`config.mk`:
```
export PLATFORM = sky130hd
export DESIGN_NAME = booth_mul_seq_flat
export DESIGN_NICKNAME = d
export VERILOG_FILES = /design/src/rtl/booth_mul_seq_if.sv /design/src/rtl/booth_mul_seq.sv /design/src/flat_wrapper.sv
export SDC_FILE = /design/constraint.sdc
export NUM_CORES = 1
export LEC_CHECK = 0
export ABC_AREA = 1
export CAP_MARGIN = 10
export CORE_MARGIN = 2
export CORE_UTILIZATION = 54
export CTS_BUF_LIST = sky130_fd_sc_hd__clkbuf_4 sky130_fd_sc_hd__clkbuf_8 sky130_fd_sc_hd__clkbuf_16
export CTS_CLUSTER_DIAMETER = 100
export DETAILED_ROUTE_END_ITERATION = 16
export PLACE_DENSITY = 0.86
export RECOVER_POWER = 25
export SYNTH_ARGS = -nofsm -noshare
export SYNTH_HDL_FRONTEND = slang
export SYNTH_SLANG_ARGS = --single-unit
```
`constraint.sdc`:
```
create_clock -name clk -period 3 [get_ports clk]
set_input_delay 0.6 -clock clk [delete_from_list [all_inputs] [get_ports clk]]
set_output_delay 0.6 -clock clk [all_outputs]
set_load 0.005 [all_outputs]
```
`src/rtl/booth_mul_seq_if.sv`:
```
`default_nettype none
// ============================================================================
//  Module      : booth_mul_seq_if
//  Description : Operand/result handshake bundle for the sequential Booth
//                multiplier.
//                master : issue/writeback side (drives operands, out_ready)
//                slave  : multiplier side (drives in_ready, result, busy)
//                Signals: in_valid, in_ready, a, b, is_signed,
//                         out_valid, out_ready, result, busy
//  Revision    : 1.0 - initial release
// ============================================================================
interface booth_mul_seq_if #(
    parameter int WIDTH = 32
);
    logic                 in_valid;
    logic                 in_ready;
    logic [WIDTH-1:0]     a;
    logic [WIDTH-1:0]     b;
    logic                 is_signed;
    logic                 out_valid;
    logic                 out_ready;
    logic [2*WIDTH-1:0]   result;
    logic                 busy;

    modport master (
        output in_valid, a, b, is_signed, out_ready,
        input  in_ready, out_valid, result, busy
    );

    modport slave (
        input  in_valid, a, b, is_signed, out_ready,
        output in_ready, out_valid, result, busy
    );
endinterface
`default_nettype wire

```
`src/rtl/booth_mul_seq.sv`:
```
`default_nettype none
// ============================================================================
//  Module      : booth_mul_seq
//  Description : Parametrised sequential Booth multiplier, one Booth digit
//                retired per clock, signed/unsigned selectable per operation.
//                Ports:
//                  clk  - clock, rising edge
//                  rst  - synchronous active-high reset
//                  bus  - booth_mul_seq_if.slave (operand/result handshakes)
//                Build option:
//                  BOOTH_RADIX4_EN - radix-4 (modified Booth) recoding,
//                                    (WIDTH+2)/2 iterations instead of WIDTH+1
//  Revision    : 1.0 - initial release
// ============================================================================
module booth_mul_seq #(
    parameter int WIDTH = 32
) (
    input  wire              clk,
    input  wire              rst,
    booth_mul_seq_if.slave   bus
);

`ifdef BOOTH_RADIX4_EN
    localparam int EXT   = WIDTH + 2;   // extended operand width
    localparam int N     = EXT / 2;     // iterations
    localparam int SH    = 2;           // shift per iteration
`else
    localparam int EXT   = WIDTH + 1;
    localparam int N     = EXT;
    localparam int SH    = 1;
`endif
    localparam int ACC_W = EXT + 1;                 // headroom for +/-2M
    localparam int TOT_W = ACC_W + EXT + 1;         // {acc, Q, q-1}
    localparam int CNT_W = $clog2(WIDTH + 2);

    localparam logic [1:0] c_IDLE = 2'd0;
    localparam logic [1:0] c_RUN  = 2'd1;
    localparam logic [1:0] c_DONE = 2'd2;

    logic [1:0]        r_state;
    logic [ACC_W-1:0]  r_acc;
    logic [EXT-1:0]    r_m;
    logic [EXT-1:0]    r_q;
    logic              r_qm1;
    logic [CNT_W-1:0]  r_cnt;

    logic [EXT-1:0]           w_a_ext;
    logic [EXT-1:0]           w_b_ext;
    logic [ACC_W-1:0]         w_m_acc;
    logic [ACC_W-1:0]         w_sum;
    logic signed [TOT_W-1:0]  w_cat;
    logic signed [TOT_W-1:0]  w_shift;
    logic [ACC_W+EXT-1:0]     w_full;
    logic [ACC_W+EXT-2*WIDTH-1:0] w_unused_hi;

    // Extending by the sign bit only when signed lets a single signed
    // datapath produce exact results in both modes.
    assign w_a_ext = {{(EXT-WIDTH){bus.is_signed & bus.a[WIDTH-1]}}, bus.a};
    assign w_b_ext = {{(EXT-WIDTH){bus.is_signed & bus.b[WIDTH-1]}}, bus.b};
    assign w_m_acc = {{(ACC_W-EXT){r_m[EXT-1]}}, r_m};

`ifdef BOOTH_RADIX4_EN
    logic [ACC_W-1:0] w_m2;
    // The top bit dropped is a duplicate sign bit, so 2M keeps its sign.
    assign w_m2 = {w_m_acc[ACC_W-2:0], 1'b0};

    always_comb begin
        w_sum = r_acc;
        case ({r_q[1], r_q[0], r_qm1})
            3'b001, 3'b010: w_sum = r_acc + w_m_acc;
            3'b011:         w_sum = r_acc + w_m2;
            3'b100:         w_sum = r_acc - w_m2;
            3'b101, 3'b110: w_sum = r_acc - w_m_acc;
            default:        w_sum = r_acc;
        endcase
    end
`else
    always_comb begin
        w_sum = r_acc;
        case ({r_q[0], r_qm1})
            2'b01:   w_sum = r_acc + w_m_acc;
            2'b10:   w_sum = r_acc - w_m_acc;
            default: w_sum = r_acc;
        endcase
    end
`endif

    assign w_cat   = {w_sum, r_q, r_qm1};
    assign w_shift = w_cat >>> SH;

    // Low 2*WIDTH bits of the signed internal product; upper bits are only
    // sign copies.
    assign w_full      = {r_acc, r_q};
    assign bus.result  = w_full[2*WIDTH-1:0];
    assign w_unused_hi = w_full[ACC_W+EXT-1:2*WIDTH];

    assign bus.in_ready  = (r_state == c_IDLE);
    assign bus.out_valid = (r_state == c_DONE);
    assign bus.busy      = (r_state != c_IDLE);

    always_ff @(posedge clk) begin
        if (rst) begin
            r_state <= c_IDLE;
            r_acc   <= '0;
            r_m     <= '0;
            r_q     <= '0;
            r_qm1   <= 1'b0;
            r_cnt   <= '0;
        end else begin
            case (r_state)
                c_IDLE: begin
                    if (bus.in_valid) begin
                        r_m     <= w_a_ext;
                        r_q     <= w_b_ext;
                        r_acc   <= '0;
                        r_qm1   <= 1'b0;
                        r_cnt   <= '0;
                        r_state <= c_RUN;
                    end
                end
                c_RUN: begin
                    r_acc <= w_shift[TOT_W-1 -: ACC_W];
                    r_q   <= w_shift[EXT:1];
                    r_qm1 <= w_shift[0];
                    r_cnt <= r_cnt + CNT_W'(1);
                    if (r_cnt == CNT_W'(N - 1)) begin
                        r_state <= c_DONE;
                    end
                end
                c_DONE: begin
                    if (bus.out_ready) begin
                        r_state <= c_IDLE;
                    end
                end
                default: r_state <= c_IDLE;
            endcase
        end
    end

endmodule
`default_nettype wire

```
`src/flat_wrapper.sv`:
```
// flat-port wrapper written by rule: the top's interface ports become plain ports
module booth_mul_seq_flat 
#(
    parameter int WIDTH = 32
)
  (clk, rst, bus_in_valid, bus_a, bus_b, bus_is_signed, bus_out_ready, bus_in_ready, bus_out_valid, bus_result, bus_busy);
  booth_mul_seq_if #(.WIDTH(WIDTH)) bus_i ();
  input  wire clk;
  input  wire rst;
  input wire logic [$bits(bus_i.in_valid)-1:0] bus_in_valid;
  input wire logic [$bits(bus_i.a)-1:0] bus_a;
  input wire logic [$bits(bus_i.b)-1:0] bus_b;
  input wire logic [$bits(bus_i.is_signed)-1:0] bus_is_signed;
  input wire logic [$bits(bus_i.out_ready)-1:0] bus_out_ready;
  output wire logic [$bits(bus_i.in_ready)-1:0] bus_in_ready;
  output wire logic [$bits(bus_i.out_valid)-1:0] bus_out_valid;
  output wire logic [$bits(bus_i.result)-1:0] bus_result;
  output wire logic [$bits(bus_i.busy)-1:0] bus_busy;
  assign bus_i.in_valid = bus_in_valid;
  assign bus_i.a = bus_a;
  assign bus_i.b = bus_b;
  assign bus_i.is_signed = bus_is_signed;
  assign bus_i.out_ready = bus_out_ready;
  assign bus_in_ready = bus_i.in_ready;
  assign bus_out_valid = bus_i.out_valid;
  assign bus_result = bus_i.result;
  assign bus_busy = bus_i.busy;
  booth_mul_seq #(.WIDTH(WIDTH)) u_core (.clk(clk), .rst(rst), .bus(bus_i));
endmodule
```
==> flow_summary.yaml, run 1 <==
detailed_routing:
  routed_antenna_nets: 0
  vias: 8731
  drcViolationCount: 0
  drt_total_wl_mm: 25.7
  drt_pass1_iterations: 8
  drt_first_iter_violations: 819
  routedWlPerCell_um: 16.8
  detail_route.vias_per_cell: 5.69
clock_tree:
  holdBufCountCts: 0
  clk-insertion-delay-late_ns: 0.37
  number_of_h_tree_levels: 3
  ctsLongestPathBuffers: 2
  path_clk_slew_ns: 0.08
  cts.sinks: 108
  cts_inserted_buffers: 9
  clock_tree_from_tritoncts: "built"
  clock-root-buffer: "sky130_fd_sc_hd__clkbuf_16"
placed_design:
  dpl_worst_slack_ns: -0.141
  buffer_ports.inserted: 135
  routabilityCongestion: 0.997
  numPlacedInstances: 1497
  area_after_dpl_um2: 9310
  hpwlAfterDp_mm: 17.8
setup_path:
  start_to_end_type_of_the_worst_setup_path: "flip-flop to flip-flop"
  timing.critical_path.to_type: "flip-flop"
  path_max_fanout: 4
  critical_path_arrival_ns: 3.40
  critPathRequiredTime_ns: 3.30
  path_delay_family: "simple AND/OR/NAND/NOR gates"
  path_cells: "or2_1 > nor2_2 > nand2_1 > nor4_2 > buf_4 > xor2_1 > nand2_1 > o21ai_0 > ha_1 > nand2_2 > nor2_1 > inv_1 > nor2_2 > and2_1 > nand2_1 > nand3_1 > nand3_1 > a21oi_1"
  slowest_stage_cell_on_the_critical_path: "sky130_fd_sc_hd__ha_1"
  path_common_cell: "sky130_fd_sc_hd__nand2_1"
  cp.buffers_inverters: 2
  startpoint_type: "flip-flop"
  worst_path_largest_cell_delay_ns: 0.41
floorplan:
  die_x_um: 124
  core_area_um2: 13900
  die_footprint_um2: 15300
  start_util_pct: 55.7
  design.portCount: 136
  row_count: 43
  y_dimension_of_the_die_um: 124
power_and_ir_drop:
  power-per-cell-area_nw_per_um2: 513
  total_leakage_power_nw: 4.52
  ir_worst_vdd_mv: 0.422
status:
  run_status: "finished with violations"
  failed_checks: "negative setup slack"
worst_hold_path:
  hold_path_class: "flip-flop to flip-flop"
layout:
  layout-drive-gt1-share_pct: 17.5
  finish.instance_area_um2: 10400
  final-instance-count-excl-fill: 1534
  flow.area_growth_from_synthesis_pct: 34.1
  fin_nets: 1456
  n_antenna_cell: 0
  fin_util_pct: 74.7
flow_run:
  max-cap-violations: 0
synth:
  synth_warnings: 0
  synth.cell_area_um2: 7760
  syn-instance-count: 1204
  synth.avg_cell_area_um2: 6.45
  asr_flop_ratio_synth_pct: 0
  synth_enable_flop_cells: 0
  synthDominantAreaCellType: "sky130_fd_sc_hd__dfxtp_1"
  synth_most_common_cell: "sky130_fd_sc_hd__nand2_1"
  synthesis.nets: 1311
  postSynthRegisterBits: 108
  synth_cell_types: 49
  synth_top_flop_cell: "sky130_fd_sc_hd__dfxtp_1"
  synth.top_cells.by_count: "sky130_fd_sc_hd__nand2_1 (270), sky130_fd_sc_hd__inv_1 (180), sky130_fd_sc_hd__a21oi_1 (135), sky130_fd_sc_hd__dfxtp_1 (108), sky130_fd_sc_hd__nor2_1 (103)"
  post-synth-top-area-fraction_pct: 27.9
  synth_seq_area_share_pct: 27.9
  netlist_top_cells_area: "sky130_fd_sc_hd__dfxtp_1 (28%), sky130_fd_sc_hd__nand2_1 (13%), sky130_fd_sc_hd__a21oi_1 (8.7%)"
global_routing:
  grt.overflow.total: 0
  global_route.usage.total_pct: 31.5
  global_route_wire_length_before_repair_mm: 37.8
  via_count_of_the_first_global_routing_pass: 7763
  grt_start_max_net_pins: 90
  grt_antenna_before_repair: 0
sta:
  timing.setup.tns_ns: -0.335
  setup_repair_after_global_routing_missed_its_margin: "true"
  fmax_mhz: 323
  timing.final.setup_violations: 6
  finalCritPeriodShare_pct: 103
  worstMarginPinSlew_ns: 1.09
  slew_violations: 0
  timing.final.hold_violations: 0
  timing.final.ws_setup_ns: -0.0914
  max_slew_margin_pct: 27.0
  finalCriticalPeriod_ns: 3.09
  clock_skew_ns: 0.00911
logic make-up (layout without fill, tap and decap cells):
logic type      Yosys count  count (layout)  synth area share [%]
compound gates          282             282                  20.8
flops                   108             108                  27.9
simple gates            482             482                  26.7
xor+xnor                 34              34                  3.84
fa+ha+maj                38              38                  6.22
buf+inv                 260             410                  14.5
final cells by class:
class	count	area (µm²)
inverters	187	708
clock buffers	9	225
clock inverters	7	80.1
flip-flops and latches	108	2160
well taps	180	225
fillers	1033	3530
multi-input cells	836	5090
repair buffers	207	1910
repair_timing:
item / 4_1_cts / 5_1_grt
pin swaps: 8 / 47
hold endpoints to repair: 0 / 0
resized for setup: 21 / 142
endpoints found under the setup margin: 13 / 23
buffers inserted: 4 / 17
stage by stage:
stage	hold WS [ns]	power, mW
finish	0.462	5.34
global route	0.481	5.60
CTS	0.464	4.96
detailed placement	0.452	3.68
global placement	0.447	3.65
floorplan	0.434	2.94
layout by cell type, fill, tap and decap left out, drive strengths merged, types with 12 or more instances in the layout:
| cell type | synthesis | layout |
|---|---|---|
| inv | 187 | 189 |
| nand2 | 274 | 274 |
| a31oi | 13 | 13 |
| o21ai | 76 | 76 |
| buf | 57 | 72 |
| a21oi | 136 | 136 |
| dfxtp | 108 | 108 |
| clkdlybuf4s50 | 0 | 126 |
| o221ai | 31 | 31 |
| nor2 | 113 | 113 |
| xor2 | 29 | 29 |
| nand3 | 53 | 53 |
| ha | 37 | 37 |
| o22ai | 12 | 12 |
path summary, 6_finish.rpt:
| path | from | end | slack, ns | depth (start not counted) |
|---|---|---|---|---|
| setup / recovery | u_core.r_m[14] | u_core.r_acc[30] | -0.09 | 18 |
| hold / removal | u_core.r_q[13] | u_core.r_q[13] | 0.46 | 2 |
| setup reg to reg | u_core.r_m[14] | u_core.r_acc[30] | -0.09 | 18 |
| hold reg to reg | u_core.r_q[13] | u_core.r_q[13] | 0.46 | 2 |
tightest hold or removal path: stages (launching register included):
cell and delay, ns:
sky130_fd_sc_hd__dfxtp_1 0.32, sky130_fd_sc_hd__inv_1 0.05, sky130_fd_sc_hd__a21oi_1 0.05
registers in the layout, indices dropped and copies added, names as in the netlist:
register	flops
u_core.r_acc	33
u_core.r_cnt	6
u_core.r_m	33
u_core.r_q	33
u_core.r_qm1	1
u_core.r_state	2
power by group:
group | total (mW) | switching [mW] | internal, mW
Sequential | 1.71 | 0.137 | 1.57
Combinational | 2.39 | 1.36 | 1.03
Clock | 1.24 | 0.645 | 0.595
routing by layer:
layer	up-vias	share of wire, %	GRT usage, %
met2	458	46	49.6
met4	0	2.7	7.95
met3	71	10	8.84
met1	4015	41	42.6
met5	-	0	0
li1	4187	-	-
(Power assumes the default switching activity.)
==> inputs of run 2 (changes only) <==
--- a/config.mk
+++ b/config.mk
@@ -10,7 +10,7 @@
 export CORE_MARGIN = 2
 export CORE_UTILIZATION = 54
 export CTS_BUF_LIST = sky130_fd_sc_hd__clkbuf_4 sky130_fd_sc_hd__clkbuf_8 sky130_fd_sc_hd__clkbuf_16
-export CTS_CLUSTER_DIAMETER = 100
+export CTS_CLUSTER_DIAMETER = 30
 export DETAILED_ROUTE_END_ITERATION = 16
 export PLACE_DENSITY = 0.86
 export RECOVER_POWER = 25
==> results of run 2 <==
The final DEF is identical to that of run 1; final timing and power are the same.
==> inputs of run 3 (changes only) <==
--- a/config.mk
+++ b/config.mk
@@ -7,6 +7,7 @@
 export LEC_CHECK = 0
 export ABC_AREA = 1
 export CAP_MARGIN = 10
+export CORE_ASPECT_RATIO = 1.2
 export CORE_MARGIN = 2
 export CORE_UTILIZATION = 54
 export CTS_BUF_LIST = sky130_fd_sc_hd__clkbuf_4 sky130_fd_sc_hd__clkbuf_8 sky130_fd_sc_hd__clkbuf_16
==> run 3 against run 2 <==
The run ends with max-capacitance violations, max-slew violations left; worst setup slack better by 0.093 ns; flip-flop and latch count unchanged; non-clock buffer count down 3; cell area down 1.3%; fmax up 3.1%; utilization down 2.5 points; critical path depth up 5; die area about the same; count of clock-buffer cells in the layout up 1; sequential share of layout area up 0.28 points; worst hold slack better by 0.0052 ns; final cell count down 0.52%.
==> flow_summary.yaml, run 3 (synthesis gave the netlist of run 1 again) <==
status:
  run_status: "finished with violations"
  failed_checks: "max-capacitance violations, max-slew violations"
layout:
  layout-drive-gt1-share_pct: 17.0
  layout.cells.most_common_list: "sky130_fd_sc_hd__nand2_1 (249), sky130_fd_sc_hd__inv_1 (173), sky130_fd_sc_hd__clkdlybuf4s50_1 (134)"
  fin_nets: 1453
  flow.area_growth_from_synthesis_pct: 32.4
  most_common_library_cell_in_the_layout_ignoring_fill_and_taps: "sky130_fd_sc_hd__nand2_1"
  reg.largest.list: "u_core.r_acc x33, u_core.r_m x33, u_core.r_q x33"
  fin_util_pct: 72.2
  n_fill_cell: 1140
  n_antenna_cell: 0
sta:
  timing.final.ws_setup_ns: 0.00126
  fmax_mhz: 333
  timing.final.hold_violations: 0
  timing.setup.tns_ns: 0
  clock_skew_ns: 0.0157
  finalCritPeriodShare_pct: 100
  timing.final.setup_violations: 0
  slew_violations: 90
  finalCriticalPeriod_ns: 3.00
  worstMarginPinSlew_ns: 1.57
  max_slew_margin_pct: -4.90
  setup_repair_after_global_routing_missed_its_margin: "true"
  finalHoldWorstSlack_ns: 0.467
power_and_ir_drop:
  power-per-cell-area_nw_per_um2: 513
  total_leakage_power_nw: 4.47
  ir_worst_vdd_mv: 0.344
setup_path:
  critPathRequiredTime_ns: 3.26
  start_to_end_type_of_the_worst_setup_path: "flip-flop to flip-flop"
  critical_path.reg2reg.endpoint: "u_core.r_acc[32]"
  r2r_slack_ns: 0.001
  crit_end: "u_core.r_acc[32]"
  path_max_fanout: 5
  critical_path_arrival_ns: 3.26
  worst-r2r-cell-count: 23
  timing.critical_path.to_type: "flip-flop"
  startpoint_type: "flip-flop"
  reg2reg_from: "u_core.r_m[1]"
  worst_setup_path_startpoint: "u_core.r_m[1]"
clock_tree:
  ctsLongestPathBuffers: 2
  cts_inserted_buffers: 9
  clk-insertion-delay-late_ns: 0.37
  holdBufCountCts: 0
  path_clk_slew_ns: 0.08
  clock_tree_from_tritoncts: "built"
  clock-root-buffer: "sky130_fd_sc_hd__clkbuf_16"
  number_of_h_tree_levels: 3
  cts.sinks: 108
worst_hold_path:
  holdCritStartpoint: "u_core.r_q[7]"
  hold_path_class: "flip-flop to flip-flop"
detailed_routing:
  routed_antenna_nets: 0
  drt_total_wl_mm: 25.0
  drcViolationCount: 0
  vias: 8582
  wl_met2_mm: 11.9
  top_layer_used: "met4"
  detail_route.vias_per_cell: 5.62
  drt_first_iter_violations: 629
  met3RoutedLength_mm: 1.93
  met1Wirelength_mm: 9.97
  drt_pass1_iterations: 5
  routedWlPerCell_um: 16.4
flow_run:
  max-cap-violations: 1
floorplan:
  design.portCount: 136
  die_x_um: 113
  y_dimension_of_the_die_um: 135
  start_util_pct: 54.5
  core_area_um2: 14200
  die_footprint_um2: 15400
  row_count: 48
global_routing:
  grt.overflow.total: 0
  global_route_wire_length_before_repair_mm: 38.9
  grt_antenna_before_repair: 0
  global_route.usage.total_pct: 31.6
  via_count_of_the_first_global_routing_pass: 8094
  grt_start_max_net_pins: 90
placed_design:
  dpl_worst_slack_ns: -0.0745
  buffer_ports.inserted: 135
  hpwlAfterDp_mm: 18.3
  routabilityCongestion: 0.962
run 3: layout make-up:
cell class,count,area [µm²],area share [%]
sequential,108,2170,21.1
clock buffer,10,233,2.26
timing repair buffer,204,1910,18.6
tap,175,219,2.13
inverter,187,709,6.90
clock inverter,6,68.8,0.670
multi-input combinational,836,4970,48.4
run 3: critical path: stages (launching register included):
cell	delay, ns
sky130_fd_sc_hd__dfxtp_2	0.32
sky130_fd_sc_hd__inv_2	0.07
sky130_fd_sc_hd__buf_6	0.11
sky130_fd_sc_hd__nand2_4	0.04
sky130_fd_sc_hd__nor2_4	0.14
sky130_fd_sc_hd__nand3_4	0.11
sky130_fd_sc_hd__nor3_4	0.24
sky130_fd_sc_hd__nor2_2	0.08
sky130_fd_sc_hd__a21oi_2	0.17
sky130_fd_sc_hd__nand2_1	0.11
sky130_fd_sc_hd__xor2_1	0.14
sky130_fd_sc_hd__inv_1	0.05
sky130_fd_sc_hd__ha_1	0.37
sky130_fd_sc_hd__nand2_1	0.15
sky130_fd_sc_hd__nor2_2	0.16
sky130_fd_sc_hd__nand2_2	0.08
sky130_fd_sc_hd__nor2_2	0.10
sky130_fd_sc_hd__nand3_1	0.11
sky130_fd_sc_hd__nand3_2	0.08
sky130_fd_sc_hd__inv_1	0.04
sky130_fd_sc_hd__nand2_1	0.05
sky130_fd_sc_hd__nand3_1	0.06
sky130_fd_sc_hd__nand2_1	0.07
sky130_fd_sc_hd__inv_1	0.04
run 3: worst min-delay path by stage:
stage | endpoint | cells after the start
after CTS | u_core.r_q[7] | 2
final | u_core.r_q[7] | 2
after floorplan | u_core.r_cnt[5] | 1
after detailed placement | u_core.r_cnt[5] | 1
after global routing | u_core.r_q[10] | 2
after global placement | u_core.r_q[25] | 2
run 3: where the power goes:
part | internal (mW) | switching, mW | total (mW)
Combinational | 0.986 | 1.30 | 2.28
Clock | 0.668 | 0.611 | 1.28
Sequential | 1.58 | 0.137 | 1.71
Total | 3.23 | 2.05 | 5.28
run 3: metrics by stage:
step | cell area, µm² | cells | total power [mW]
after floorplan | 7760 | 1204 | 2.94
after global placement | 9390 | 1499 | 3.67
after detailed placement | 9390 | 1499 | 3.71
after CTS | 9740 | 1516 | 4.98
after global routing | 10300 | 1526 | 5.54
final | 10300 | 1526 | 5.28
run 3: timing repair:
action,in CTS,in global routing
gates resized for setup,9,128
endpoints found under the setup margin,4,26
endpoints found under the hold margin,0,0
buffers inserted,1,10
pin swaps,2,38
run 3: layer usage:
metal  GRT usage, %  vias up
li1               -     4189
met1           39.1     3909
met2           53.6      409
met3           5.23       75
met4           15.1        0
met5              0        -
